<file path="src/rtl/fifo_pkg.sv">
// fifo_pkg: shared helpers and types for fifo_flex.
//   count_width(size) - bits needed to hold 0..size
//   fifo_status_t     - occupancy flags and counts bundled for parents that
//                       want to pass FIFO status around as one signal
package fifo_pkg;

  localparam int STATUS_CW = 16;

  function automatic int count_width(input int size);
    return $clog2(size + 1);
  endfunction

  typedef struct packed {
    logic                 empty;
    logic                 full;
    logic                 almost_empty;
    logic                 almost_full;
    logic [STATUS_CW-1:0] num_used;
    logic [STATUS_CW-1:0] num_free;
  } fifo_status_t;

endpackage

</file>
<file path="src/rtl/fifo_flex_ram.sv">
// fifo_flex_ram: register array with one write port and two asynchronous
// read ports (head and head+1), so the FWFT output can be refreshed in the
// same cycle that the head is popped.
//   clk        clock
//   we_i       write enable
//   waddr_i    write address
//   wdata_i    write data
//   raddr_i    head address
//   rdata0_o   word at raddr_i
//   rdata1_o   word at raddr_i+1 (mod SIZE)
module fifo_flex_ram #(
  parameter int DATA_WIDTH = 8,
  parameter int SIZE       = 16,
  parameter int AW         = $clog2(SIZE)
) (
  input  logic                  clk,
  input  logic                  we_i,
  input  logic [AW-1:0]         waddr_i,
  input  logic [DATA_WIDTH-1:0] wdata_i,
  input  logic [AW-1:0]         raddr_i,
  output logic [DATA_WIDTH-1:0] rdata0_o,
  output logic [DATA_WIDTH-1:0] rdata1_o
);

  logic [DATA_WIDTH-1:0] mem_q [SIZE];
  logic [AW-1:0]         raddr_nxt;

  // Storage is intentionally left unreset.
  always_ff @(posedge clk) begin
    if (we_i) mem_q[waddr_i] <= wdata_i;
  end

  assign raddr_nxt = (raddr_i == AW'(SIZE - 1)) ? '0 : raddr_i + AW'(1);
  assign rdata0_o  = mem_q[raddr_i];
  assign rdata1_o  = mem_q[raddr_nxt];

endmodule

</file>
<file path="src/rtl/fifo_flex.sv">
// fifo_flex: single-clock FIFO of any depth with FWFT or registered-pop
// read mode, threshold flags, synchronous flush and sticky error flags.
//   clk, reset (async, active-high), flush (sync clear)
//   rden / rddata / rddata_valid / rddone   read side
//   wren / wrdata / wrdone                  write side
//   num_used, num_free, empty, full, almost_empty, almost_full  status
//   overflow, underflow (sticky), err_clr
module fifo_flex
  import fifo_pkg::*;
#(
  parameter int DATA_WIDTH   = 8,
  parameter int SIZE         = 16,
  parameter int FWFT         = 1,
  parameter int AFULL_LEVEL  = SIZE - 1,
  parameter int AEMPTY_LEVEL = 1
) (
  input  logic                          clk,
  input  logic                          reset,
  input  logic                          flush,
  input  logic                          rden,
  output logic [DATA_WIDTH-1:0]         rddata,
  output logic                          rddata_valid,
  output logic                          rddone,
  input  logic                          wren,
  input  logic [DATA_WIDTH-1:0]         wrdata,
  output logic                          wrdone,
  output logic [count_width(SIZE)-1:0]  num_used,
  output logic [count_width(SIZE)-1:0]  num_free,
  output logic                          empty,
  output logic                          full,
  output logic                          almost_empty,
  output logic                          almost_full,
  output logic                          overflow,
  output logic                          underflow,
  input  logic                          err_clr
);

  localparam int CW = count_width(SIZE);
  localparam int AW = $clog2(SIZE);

  logic [CW-1:0]         count_q, count_d;
  logic [AW-1:0]         rd_ptr_q, rd_ptr_d, wr_ptr_q, wr_ptr_d;
  logic [DATA_WIDTH-1:0] rddata_q, rddata_d;
  logic                  valid_q, valid_d;
  logic                  rddone_q, wrdone_q;
  logic                  ovf_q, ovf_d, udf_q, udf_d;
  logic                  rd_acc, wr_acc, rd_fire, wr_fire;
  logic [DATA_WIDTH-1:0] ram_rd0, ram_rd1;

  function automatic logic [AW-1:0] ptr_inc(input logic [AW-1:0] p);
    return (p == AW'(SIZE - 1)) ? '0 : p + AW'(1);
  endfunction

  fifo_flex_ram #(
    .DATA_WIDTH (DATA_WIDTH),
    .SIZE       (SIZE),
    .AW         (AW)
  ) u_ram (
    .clk      (clk),
    .we_i     (wr_fire),
    .waddr_i  (wr_ptr_q),
    .wdata_i  (wrdata),
    .raddr_i  (rd_ptr_q),
    .rdata0_o (ram_rd0),
    .rdata1_o (ram_rd1)
  );

  always_comb begin
    // A full FIFO still accepts a write when a pop frees a slot on the same edge.
    rd_acc  = rden && (count_q != '0);
    wr_acc  = wren && ((count_q != CW'(SIZE)) || rd_acc);
    rd_fire = rd_acc && !flush;
    wr_fire = wr_acc && !flush;

    count_d  = count_q;
    rd_ptr_d = rd_ptr_q;
    wr_ptr_d = wr_ptr_q;
    if (flush) begin
      count_d  = '0;
      rd_ptr_d = '0;
      wr_ptr_d = '0;
    end else begin
      if (wr_acc) wr_ptr_d = ptr_inc(wr_ptr_q);
      if (rd_acc) rd_ptr_d = ptr_inc(rd_ptr_q);
      if (wr_acc && !rd_acc) count_d = count_q + CW'(1);
      if (rd_acc && !wr_acc) count_d = count_q - CW'(1);
    end

    rddata_d = rddata_q;
    if (FWFT != 0) begin
      valid_d = (count_d != '0);
      if (!flush) begin
        // With one word left, the new head (if any) is the word written on
        // this edge, which is not yet in the array.
        if (rd_acc && count_d != '0)
          rddata_d = (count_q == CW'(1)) ? wrdata : ram_rd1;
        else if (count_q == '0 && wr_acc)
          rddata_d = wrdata;
      end
    end else begin
      valid_d = rd_fire;
      if (rd_fire) rddata_d = ram_rd0;
    end

    ovf_d = (ovf_q && !err_clr) || (!flush && wren && !wr_acc);
    udf_d = (udf_q && !err_clr) || (!flush && rden && !rd_acc);
  end

  always_ff @(posedge clk or posedge reset) begin
    if (reset) begin
      count_q  <= '0;
      rd_ptr_q <= '0;
      wr_ptr_q <= '0;
      rddata_q <= '0;
      valid_q  <= 1'b0;
      rddone_q <= 1'b0;
      wrdone_q <= 1'b0;
      ovf_q    <= 1'b0;
      udf_q    <= 1'b0;
    end else begin
      count_q  <= count_d;
      rd_ptr_q <= rd_ptr_d;
      wr_ptr_q <= wr_ptr_d;
      rddata_q <= rddata_d;
      valid_q  <= valid_d;
      rddone_q <= rd_fire;
      wrdone_q <= wr_fire;
      ovf_q    <= ovf_d;
      udf_q    <= udf_d;
    end
  end

  assign rddata       = rddata_q;
  assign rddata_valid = valid_q;
  assign rddone       = rddone_q;
  assign wrdone       = wrdone_q;
  assign overflow     = ovf_q;
  assign underflow    = udf_q;
  assign num_used     = count_q;
  assign num_free     = CW'(SIZE) - count_q;
  assign empty        = (count_q == '0);
  assign full         = (count_q == CW'(SIZE));
  assign almost_full  = (count_q >= CW'(AFULL_LEVEL));
  assign almost_empty = (count_q <= CW'(AEMPTY_LEVEL));

endmodule
</file>
<file path="config.mk">
export PLATFORM = sky130hd
export DESIGN_NAME = fifo_flex
export DESIGN_NICKNAME = d
export VERILOG_FILES = /design/src/rtl/fifo_pkg.sv /design/src/rtl/fifo_flex_ram.sv /design/src/rtl/fifo_flex.sv
export SDC_FILE = /design/constraint.sdc
export NUM_CORES = 1
export LEC_CHECK = 0
export CAP_MARGIN = 20
export CORE_MARGIN = 4
export CORE_UTILIZATION = 59
export DETAILED_ROUTE_END_ITERATION = 10
export PLACE_DENSITY = 0.81
export SLEW_MARGIN = 0
export SYNTH_ARGS = -nofsm -noshare
export SYNTH_HDL_FRONTEND = slang
export SYNTH_SLANG_ARGS = --single-unit
</file>
<file path="constraint.sdc">
create_clock -name clk -period 4.2 [get_ports clk]
set_input_delay 1.05 -clock clk [delete_from_list [all_inputs] [get_ports clk]]
set_output_delay 1.05 -clock clk [all_outputs]
set_load 0.005 [all_outputs]
</file>
==> run metrics <==
post-synthesis sequential area ratio=0.678; leakage=2.79 nW; commonest non-fill, non-tap cell in the layout=edfxtp_1; Fillers=667; Port Buffer Count=40; Power Dens Cells=669 nW/um2; Crit path arrival time=3.79 ns; post-cts sizing count=0; DR DRC count=0; internal reg-to-reg setup slack=0.71 ns; Clock Pin Slew Worst Setup and Hold Paths=0.06 ns; initial antenna violation count=0; GRT busiest layer=met2; met1 Use GR=0.312; final setup TNS=0 ns; share of layout cells above drive strength 1=0.235; Syn-to-layout area delta=19.6%; root buffer cell=clkbuf_16; synth warn=0; Logic pwr share=0.357; final design utilization=0.726; Synth Register Bits=154; status=finished, final reports clean; die height=114 um; Post-Syn Nets=423; largest net degree at the start of global routing=27; DR vias=3812; share of power burned in the clock network=0.290; critical setup path kind=reg2reg; post-layout power=5.30 mW; Routability Congestion=0.867; Slew Viols, Final=0; Max-Slew Margin vs Limit=0.493; worst skew pair latency=0.42 ns; CP endpoint kind=register; GRT Util Overall=0.231; CTS Hold Bufs=0; Setup crit start kind=register; CTS tree=done; # diodes=0; Period minus WS final=3.49 ns; DRT Pass-1 Iters=5; Sw Share=0.305; # clock sinks=154; setup bufs post-CTS=0; Routed WL=13800 um; Finish-stage setup viols=0; Syn Area/Cell=16.7 um2; Post-synth EDFFs=128; Hold Crit Class=reg2reg; Reg power frac=0.353; DR iter-0 viols=324; Peak Freq=286 MHz; Worst Skew=0.0105 ns; Main synth FF type=edfxtp_1; number of global-route vias before repair=3864; Gate Count Post-Synth=397; synthesized area=6630 um2; CP max FO=14; antenna-violating nets left=0; global route overflow=0; global-route wire length before repair=22100 um; die width=114 um; Longest Clk Path Bufs=2; num rows=38; FFs w/ async S/R, synth=0.169; Core Area=10900 um2; wire per inst=22.5 um; final cell count without fillers=613; Final #Nets=486; M2 GR Usage=0.358; Max Cap Violations=0; most frequent cells in the layout=edfxtp_1 (128), nor2_1 (44), clkdlybuf4s50_1 (40), mux4_2 (32), dfrtp_1 (26); CTS Buf Count=17; Slew @ Worst Pin=0.755 ns; H-tree Lvls=4; initial core utilization=0.607; Global Route met3 Usage=0.0562; IR Drop Worst-Case VDD=462 uV; die area=13000 um2; count of placed standard cells including taps=580; via-per-instance ratio=6.22; Power Internal=3.69 mW; post-synth cell types=55; net switching power=1.62 mW; period utilization=0.831; hold slack=0.529 ns; Crit path required time=4.50 ns; IO Count=41; HPWL Detailed=8820 um; Final Hold Viols=0; RSZ-0062 raised after global routing=false
cell families (layout without fill, tap and decap cells):
logic type      Yosys count  count (layout)  share of synthesized area
flops                   154             154                      0.678
simple gates             90              90                     0.0664
compound gates           50              50                     0.0655
mux                      46              46                      0.131
buf+inv                  37             113                     0.0266
fa+ha+maj                12              12                     0.0226
xor+xnor                  8               8                     0.0106
path summary, 6_finish.rpt:
check                            start        end  depth (start not counted)
max                        num_used[1]  rddata[7]                         11
min                          rddata[1]  rddata[1]                          1
max reg2reg                num_used[1]  rddata[7]                         11
min reg2reg                  rddata[1]  rddata[1]                          1
max in group asynchronous        reset  underflow                          3
min in group asynchronous        reset  rddata[2]                          2
flip-flops by register name, indices dropped and copies added (netlist names):
| name | count |
|---|---|
| num_used | 5 |
| rddata | 8 |
| rddata_valid | 1 |
| wr_ptr_q | 4 |
| rd_ptr_q | 4 |
| wrdone | 1 |
| rddone | 1 |
| u_ram.mem_q | 128 |
| overflow | 1 |
| underflow | 1 |
worst max-delay path, cell delays in order, from the launching register on:
cell and delay (ns):
dfrtp_1 0.51, inv_1 0.14, ha_1 0.23, and2_1 0.16
ha_1 0.28, nand2b_1 0.43, a311o_1 0.45, a221oi_2 0.31
a21boi_1 0.15, a21oi_4 0.25, o21ai_1 0.16, a221o_1 0.32
per-stage QoR:
stage | setup slack, ns | instance area, um2
final | 0.708 | 7930
after global routing | 0.465 | 7930
after CTS | 0.733 | 7910
after detailed placement | 0.592 | 7310
after global placement | 0.655 | 7310
after floorplan | 1.13 | 6630
layer usage:
layer	vias up	routed length, um	part of all wire
met5	-	0	0
met4	0	371	0.027
met3	31	1050	0.076
met2	178	6900	0.50
met1	1927	5440	0.40
li1	1676	-	-
synth_stat cells, types with 2 or more instances:
library cell	instances	share of area
mux2_2	5	0.0085
a31oi_1	2	0.0019
nor2_1	44	0.025
nand2_1	17	0.0096
a221oi_2	7	0.016
inv_1	16	0.0091
mux2i_1	9	0.014
buf_1	3	0.0017
and2_1	3	0.0028
nor3_1	6	0.0045
xnor2_1	5	0.0066
a2111oi_0	3	0.0040
a22oi_1	5	0.0057
dfrtp_1	26	0.098
edfxtp_1	128	0.58
nand2b_1	3	0.0028
ha_1	12	0.023
nand3_1	2	0.0015
a21oi_1	8	0.0060
buf_2	8	0.0060
xor2_1	3	0.0040
nor2b_1	4	0.0038
o21ai_0	3	0.0023
clkbuf_1	7	0.0040
mux4_2	32	0.11
o21ai_1	2	0.0015
a211oi_1	3	0.0034
and3_1	2	0.0019
a221o_1	3	0.0045
power groups by stage:
stage	sequential (mW)	combinational (mW)	clock [mW]
3_5_place_dp	1.90	1.88	0
3_3_place_gp	1.89	1.84	0
5_1_grt	1.88	2.05	1.63
2_1_floorplan	1.86	1.29	0
4_1_cts	1.87	1.91	1.56
6_report	1.87	1.89	1.54
area by class of cell:
type                       instances  area [um2]  share of cell area
tap                              140         175              0.0221
inverter                          16        60.1             0.00757
sequential                       154        4490               0.566
clock inverter                    13         168              0.0211
timing repair buffer              65         621              0.0782
clock buffer                      19         433              0.0546
multi-input combinational        206        1980               0.250
Note: power is estimated with default switching activity, not from simulation.
